**config.mk**
```make
export PLATFORM = sky130hd
export DESIGN_NAME = i2c_slave_regfile
export DESIGN_NICKNAME = d
export VERILOG_FILES = /design/src/rtl/i2c_pkg.sv /design/src/rtl/i2c_line_sync.sv /design/src/rtl/i2c_slave_regfile.sv
export SDC_FILE = /design/constraint.sdc
export NUM_CORES = 2
export LEC_CHECK = 0
export ABC_CLOCK_PERIOD_IN_PS = 51600
export BUFFER_PORTS_ARGS = -buffer_cell sky130_fd_sc_hd__buf_2
export CORE_ASPECT_RATIO = 1.4
export CORE_MARGIN = 2
export CORE_UTILIZATION = 50
export DETAILED_ROUTE_END_ITERATION = 12
export PLACE_DENSITY = 0.65
export SETUP_SLACK_MARGIN = 0.15
export SYNTH_ARGS = -nofsm -noshare
export SYNTH_HDL_FRONTEND = slang
export SYNTH_SLANG_ARGS = --single-unit
```
**constraint.sdc**
```tcl
create_clock -name clk -period 51.6 [get_ports clk]
set_clock_uncertainty 0.05 [all_clocks]
set_input_delay 10.32 -clock clk [delete_from_list [all_inputs] [get_ports clk]]
set_output_delay 10.32 -clock clk [all_outputs]
set_load 0.01 [all_outputs]
```
**src/rtl/i2c_pkg.sv**
```systemverilog
// i2c_pkg: shared FSM states and bus constants for the I2C target blocks
package i2c_pkg;
  typedef enum logic [3:0] {
    IDLE, ADDR, ADDR_ACK, PTR, PTR_ACK, WDATA, WDATA_ACK, RDATA, MACK, WAIT_STOP
  } state_t;
  localparam int   RW_BIT = 0;
  localparam logic ACK    = 1'b0;
  localparam logic NACK   = 1'b1;
endpackage

```
**src/rtl/i2c_line_sync.sv**
```systemverilog
// i2c_line_sync: SCL/SDA synchronisers with SCL edge and START/STOP detection
module i2c_line_sync #(
  parameter int SYNC_STAGES = 2
) (
  input  logic clk,
  input  logic rst,
  input  logic scl_in,
  input  logic sda_in,
  output logic scl_rise,
  output logic scl_fall,
  output logic sda_s,
  output logic start_det,
  output logic stop_det
);
  logic [SYNC_STAGES-1:0] r_scl, r_sda;
  logic r_scl_p, r_sda_p;
  logic w_scl_s;
  always_ff @(posedge clk or posedge rst)
    if (rst) begin
      r_scl   <= '1;
      r_sda   <= '1;
      r_scl_p <= 1'b1;
      r_sda_p <= 1'b1;
    end else begin
      r_scl   <= {r_scl[SYNC_STAGES-2:0], scl_in};
      r_sda   <= {r_sda[SYNC_STAGES-2:0], sda_in};
      r_scl_p <= w_scl_s;
      r_sda_p <= sda_s;
    end
  assign w_scl_s   = r_scl[SYNC_STAGES-1];
  assign sda_s     = r_sda[SYNC_STAGES-1];
  assign scl_rise  = w_scl_s & ~r_scl_p;
  assign scl_fall  = ~w_scl_s & r_scl_p;
  assign start_det = r_sda_p & ~sda_s & w_scl_s & r_scl_p;
  assign stop_det  = ~r_sda_p & sda_s & w_scl_s;
endmodule

```
**src/rtl/i2c_slave_regfile.sv**
```systemverilog
// i2c_slave_regfile: I2C target with byte register file, auto-incrementing pointer and burst access
module i2c_slave_regfile
  import i2c_pkg::*;
#(
  parameter logic [6:0] SLAVE_ADDR  = 7'h50,
  parameter int         MEM_DEPTH   = 128,
  parameter int         SYNC_STAGES = 2,
  localparam int        PTR_W       = $clog2(MEM_DEPTH)
) (
  input  logic             clk,
  input  logic             rst,
  input  logic             scl_in,
  input  logic             sda_in,
  output logic             sda_oe,
  output logic             busy,
  output logic             done,
  output logic             nack_rx,
  output logic             wr_valid,
  output logic [PTR_W-1:0] wr_addr,
  output logic [7:0]       wr_data
);
  state_t r_state, w_state;
  logic [3:0] r_bitcnt, w_bitcnt;
  logic [7:0] r_sh, w_sh, w_rd;
  logic [PTR_W-1:0] r_ptr, w_ptr;
  logic [7:0] r_mem [MEM_DEPTH];
  logic w_rise, w_fall, w_sda, w_start, w_stop;
  logic w_oe, w_busy, w_done, w_nack, w_we, w_full, w_match, w_rx;
  i2c_line_sync #(.SYNC_STAGES(SYNC_STAGES)) u_sync (
    .clk(clk), .rst(rst), .scl_in(scl_in), .sda_in(sda_in),
    .scl_rise(w_rise), .scl_fall(w_fall), .sda_s(w_sda),
    .start_det(w_start), .stop_det(w_stop)
  );
  assign w_rd    = r_mem[r_ptr];
  assign w_full  = r_bitcnt == 4'd8;
  assign w_match = r_sh[7:1] == SLAVE_ADDR;
  assign w_rx    = r_state inside {ADDR, PTR, WDATA};
  // START/STOP take priority; otherwise receive on SCL rise, drive/advance on SCL fall
  always_comb begin
    w_state  = r_state;
    w_bitcnt = r_bitcnt;
    w_sh     = r_sh;
    w_ptr    = r_ptr;
    w_oe     = sda_oe;
    w_busy   = busy;
    w_done   = 1'b0;
    w_nack   = 1'b0;
    w_we     = 1'b0;
    if (w_start) begin
      w_state  = ADDR;
      w_bitcnt = '0;
      w_oe     = 1'b0;
      w_busy   = 1'b0;
    end else if (w_stop) begin
      w_state = IDLE;
      w_oe    = 1'b0;
      w_busy  = 1'b0;
      w_done  = busy;
    end else if (w_rx && w_rise && !w_full) begin
      w_sh     = {r_sh[6:0], w_sda};
      w_bitcnt = r_bitcnt + 4'd1;
    end else if (w_fall) begin
      case (r_state)
        ADDR: if (w_full) begin
          w_bitcnt = '0;
          w_oe     = w_match;
          w_state  = w_match ? ADDR_ACK : WAIT_STOP;
        end
        PTR: if (w_full) begin
          w_bitcnt = '0;
          w_ptr    = r_sh[PTR_W-1:0];
          w_oe     = 1'b1;
          w_state  = PTR_ACK;
        end
        WDATA: if (w_full) begin
          w_bitcnt = '0;
          w_we     = 1'b1;
          w_ptr    = r_ptr + 1'b1;
          w_oe     = 1'b1;
          w_state  = WDATA_ACK;
        end
        ADDR_ACK: begin
          w_busy   = 1'b1;
          w_bitcnt = {3'b0, r_sh[RW_BIT]};
          w_sh     = r_sh[RW_BIT] ? w_rd : r_sh;
          w_oe     = r_sh[RW_BIT] & ~w_rd[7];
          w_state  = r_sh[RW_BIT] ? RDATA : PTR;
        end
        PTR_ACK, WDATA_ACK: begin
          w_oe     = 1'b0;
          w_bitcnt = '0;
          w_state  = WDATA;
        end
        RDATA: if (w_full) begin
          w_oe     = 1'b0;
          w_ptr    = r_ptr + 1'b1;
          w_bitcnt = '0;
          w_state  = MACK;
        end else begin
          w_sh     = {r_sh[6:0], 1'b0};
          w_oe     = ~r_sh[6];
          w_bitcnt = r_bitcnt + 4'd1;
        end
        MACK: if (r_bitcnt != 4'd0) begin
          w_sh    = w_rd;
          w_oe    = ~w_rd[7];
          w_state = RDATA;
        end
        default: w_oe = 1'b0;
      endcase
    end else if (w_rise && r_state == MACK) begin
      w_nack   = w_sda == NACK;
      w_state  = w_sda == NACK ? WAIT_STOP : MACK;
      w_bitcnt = {3'b0, w_sda == ACK};
    end
  end
  always_ff @(posedge clk or posedge rst)
    if (rst) begin
      r_state  <= IDLE;
      r_bitcnt <= '0;
      r_sh     <= '0;
      r_ptr    <= '0;
      sda_oe   <= 1'b0;
      busy     <= 1'b0;
      done     <= 1'b0;
      nack_rx  <= 1'b0;
      wr_valid <= 1'b0;
      wr_addr  <= '0;
      wr_data  <= '0;
    end else begin
      r_state  <= w_state;
      r_bitcnt <= w_bitcnt;
      r_sh     <= w_sh;
      r_ptr    <= w_ptr;
      sda_oe   <= w_oe;
      busy     <= w_busy;
      done     <= w_done;
      nack_rx  <= w_nack;
      wr_valid <= w_we;
      if (w_we) begin
        wr_addr <= r_ptr;
        wr_data <= r_sh;
      end
    end
  always_ff @(posedge clk or posedge rst)
    if (rst) begin
      for (int i = 0; i < MEM_DEPTH; i++) r_mem[i] <= 8'(i);
    end else if (w_we) begin
      r_mem[r_ptr] <= r_sh;
    end
endmodule

```
---- After elaboration in Yosys (flattened, before gate mapping) ----
Cells that the tools add are included.
word-level totals
  output and inout port bits .............. 20
  flip-flop bits (word level) ............. 1073
  input port bits ......................... 4
  logic and storage cells ................. 283
cells by class
  mux-type cells .......................... 64
  order comparisons ....................... 2
  $add $sub $neg .......................... 2
  equal/unequal tests ..................... 28
  reductions and logical operators ........ 25
  bitwise operators ....................... 18
operators with widths
  kind                    number
  $bwmux W1024            1
  $mux W4                 18
  $mux W8                 8
  $bmux W8 S7             1
  $demux W8 S7            1
  $ne A5 B5 Y1 const B    6
  $pmux W4 S7             1
  $mux W1                 27
  $pmux W8 S3             1
  $eq A4 B3 Y1 const B    4
  $pmux W4 S4             1
  $reduce_bool A4 Y1      4
  $mux W7                 2
  $pmux W7 S2             1
  $reduce_and A7 Y1       2
  $ne A10 B10 Y1 const B  1
  $ne A3 B3 Y1 const B    3
  $not A1 Y1              9
  $reduce_bool A3 Y1      3
  $and A1 B1 Y1           8
  $eq A4 B2 Y1 const B    2
  $eq A4 B4 Y1 const B    2
  $ge A8 B8 Y1 const B    1
  $lt A8 B1 Y1 const B    1
  other kinds (23)        31

---- Depth between registers and ports, before layout ----
  depth in word-level cells ............... 11
  mapped depth ............................ 12

---- Modules after synthesis ----
From an unflattened synthesis, not the netlist that was laid out.
unflattened totals
  cell total of the unflattened synthesis .. 3756
  area, all modules ....................... 49817.8 sq um
modules (own cells, without submodules)
  module             cells an instance  area an instance (sq um)  times used
  i2c_slave_regfile  3745               49623.8                   1
  i2c_line_sync      11                 193.9                     1

---- Worst setup path after synthesis ----
OpenSTA, ideal clock, no wires.
  path kind ............................... flip-flop to output port
  from .................................... reg busy
  to ...................................... out busy
  data required time ...................... 41.230 ns
  arrival time ............................ 0.393 ns
  cell stages (with the launch flop) ...... 1
  buffers on the path ..................... 0
  path slack .............................. 40.837 ns
  cell sequence ........................... dfrtp_1
RTL lines
  what                    line                      text
  from (decl)             i2c_slave_regfile.sv:15   output logic busy,
  from (signal assigned)  i2c_slave_regfile.sv:136  busy <= w_busy;
No word-level cell between the ends.

==> impl_metrics.tcl <==
set metrics [dict create \
    status "completed" \
    synth_area_um2 50600 \
    synth_compound_area_share_pct 8.63 \
    fillers 8429 \
    io_buffers 23 \
    netlist_top_cells_count "mux2_2, dfrtp_1, dfstp_2" \
    critPathTopFamily "buffers and inverters" \
    worstSetupPathType "input port to asynchronous set/reset pin" \
    peakVddDrop_mv 0.0269 \
    hold_path.class "register to register" \
    cts-resized-gates 0 \
    synth_top_cell_by_area "dfrtp_1" \
    crit_fanout 162 \
    cp_num_buf_inv 7 \
    grt_pass1_vias 33291 \
    hold_viol_final 0 \
    slew_headroom_pct 16.5 \
    numCtsBuffers 101 \
    async_flop_share_pct 100 \
    ctsRootBufferMaster "clkbuf_16" \
    first_iter_violations 3269 \
    syn_inst 3753 \
    fp.dieArea_um2 104000 \
    drive_gt1_share_pct 53.7 \
    yosysTopAreaCellShare_pct 30.6 \
    syn_avg_cell_area_um2 13.5 \
    vias 33046 \
    rsz0062_at_grt "false" \
    postCtsSetupRepairBufs 0 \
    route.detailed.drc 0 \
    path_cells "buf_2, inv_8, buf_12, buf_4, buf_4, buf_4, buf_4" \
    ctsHoldBuffers 0 \
    cts_sinks 1073 \
    dr.pass1.iters 6 \
    post-route-min-period_ps 14260 \
    die_y_um 381 \
    critPathMostFrequentCell "buf_4" \
    synth_top_family_by_area "multiplexers" \
    synth-edff-count 0 \
    worstMarginPinSlew_ps 1250 \
    antenna_found_initial 2 \
    insertion_delay_ps 710 \
    ys_ff_latch 1073 \
    synthMuxAreaShare_pct 28.5 \
    ant_nets 0 \
    cts_max_level 3 \
    ys_seq_area_share_pct 54.1 \
    maxCapViolations 0 \
    fin_util_pct 54.7 \
    hpwl_um 97400 \
    syn_nets 3760 \
    cp.required_ps 52250 \
    synth-simple-area-share_pct 5.65 \
    avgViaCountPerCell 6.51 \
    maxSlewViolCount 0 \
    grt_pass1_wl_um 236000 \
    synth_cell_type_count 88 \
    cellPowerDensity_nw_per_um2 31.6 \
    fin_setup_tns_ps 0 \
    place.gp.congestion 0.916 \
    critical-path-slowest-cell "buf_4" \
    die_x_um 273 \
    grtUsageTotal_pct 30.9 \
    rows 138 \
    cp-end-kind "asynchronous set/reset pin" \
    gr-total-overflow 0 \
    synthXorXnorAreaFrac_pct 0.0519 \
    cp.arrival_ps 14910 \
    clock_path_buffers 3 \
    ys.flop_type "dfrtp_1" \
    synth_warnings 0 \
    wirelength_um 160000 \
    ios 24 \
    synth_most_common_cell "mux2_2" \
    fin_nets 3668 \
    start_util_pct 50.2 \
    critPathLaunchType "input port" \
    cellLeakagePower_nw 24.5 \
    synthAdderAreaFrac_pct 0.0741 \
    max_freq_mhz 70.1 \
    setup-violations-final 0 \
    grt_max_degree 178 \
    cts_tree "yes" \
    wire_per_inst_um 31.5 \
    core_area_um2 101000 \
    critPathMaxStageDelay_ps 820 \
    min_period_over_period_pct 27.6 \
    layout-area-overhead-vs-synth_pct 8.87 \
    diodes 0 \
    synth.area.top_cells "dfrtp_1, mux2_2, dfstp_2" \
    clkTransAtPathRegs_ps 60 \
]
==> cells in the final DEF, fill, tap and decap left out, drive strengths merged, types with 17 or more instances in the layout <==
cell type,count
a21oi,118
a221o,24
a221oi,67
a22o,28
a22oi,96
a31oi,19
buf,102
clkbuf,163
clkinv,17
dfrtp,619
dfstp,454
mux2,1095
mux2i,120
mux4,40
nand2,235
nand3,24
nor2,150
o2111ai,22
o21ai,64
o221ai,18
o2bb2ai,29
==> cell type report <==
class	count	area (um^2)	area share [%]
well taps	1330	1660	3.02
clock inverters	25	312	0.565
multi-input cells	2370	21900	39.6
clock buffers	163	3030	5.50
repair buffers	102	758	1.38
inverters	13	58.8	0.107
flip-flops and latches	1073	27500	49.8
==> worst register-to-register path, delay by kind of cell (launching register included) <==
family                 cells  cell delay, ps
buffers and inverters      2            1160
AND/OR/NAND/NOR            2            1180
flip-flops                 1             850
AO/OA/AOI/OAI              5            1840
==> metrics by stage <==
| stage | worst slack, ps | power (mW) | hold slack (ps) | cells | area [um^2] |
|---|---|---|---|---|---|
| final | 37340 | 1.74 | 314 | 5076 | 55100 |
| after global routing | 36600 | 1.80 | 315 | 5076 | 55100 |
| after CTS | 37170 | 1.75 | 315 | 5076 | 55100 |
| after detailed placement | 36420 | 0.989 | 304 | 4888 | 51800 |
| after global placement | 36390 | 0.989 | 305 | 4888 | 51800 |
| after floorplan | 11780 | 0.946 | 295 | 3753 | 50600 |
==> report_power, final <==
part	internal, mW	leakage, nW	total, mW	switching, mW
registers	0.848	13.3	0.882	0.0344
logic	0.0206	9.60	0.0951	0.0745
clock network	0.436	1.64	0.765	0.330
total	1.30	24.5	1.74	0.439
==> worst paths after layout <==
path	from	endpoint	slack, ps	cells after the start
max	rst	r_ptr[0]$_DFFE_PP0P_	37340	7
min	u_sync.r_scl[0]$_DFF_PP1_	u_sync.r_scl[1]$_DFF_PP1_	310	0
max reg2reg	r_ptr[0]$_DFFE_PP0P_	r_sh[0]$_DFFE_PP0P_	46440	9
min reg2reg	u_sync.r_scl[0]$_DFF_PP1_	u_sync.r_scl[1]$_DFF_PP1_	310	0
max in group clk	busy$_DFFE_PP0P_	busy	39980	1
min in group asynchronous	rst	r_mem[925]$_DFFE_PP0P_	9710	2
==> logic make-up after synthesis <==
logic type               Yosys count
multiplexers                    1255
flip-flops                      1073
XOR/XNOR                           3
buffers and inverters            310
adder cells (fa/ha/maj)            3
AO/OA/AOI/OAI                    599
AND/OR/NAND/NOR                  510
==> metal layers <==
layer	part of all wire [%]	up-vias	track usage (%)
met3	6.6	372	5.01
met1	40	17731	40.5
met5	0.016	-	0
li1	-	13699	-
met4	5.5	4	16.2
met2	47	1240	49.5
==> state kept, by name, summed over array words and instances (netlist names) <==
name	flops
wr_valid	1
r_sh	8
u_sync.r_scl	2
r_mem	1024
r_state	4
sda_oe	1
r_ptr	7
done	1
wr_data	8
r_bitcnt	4
u_sync.r_sda	2
u_sync.r_scl_p	1
wr_addr	7
busy	1
nack_rx	1
u_sync.r_sda_p	1
(Power assumes the default switching activity.)
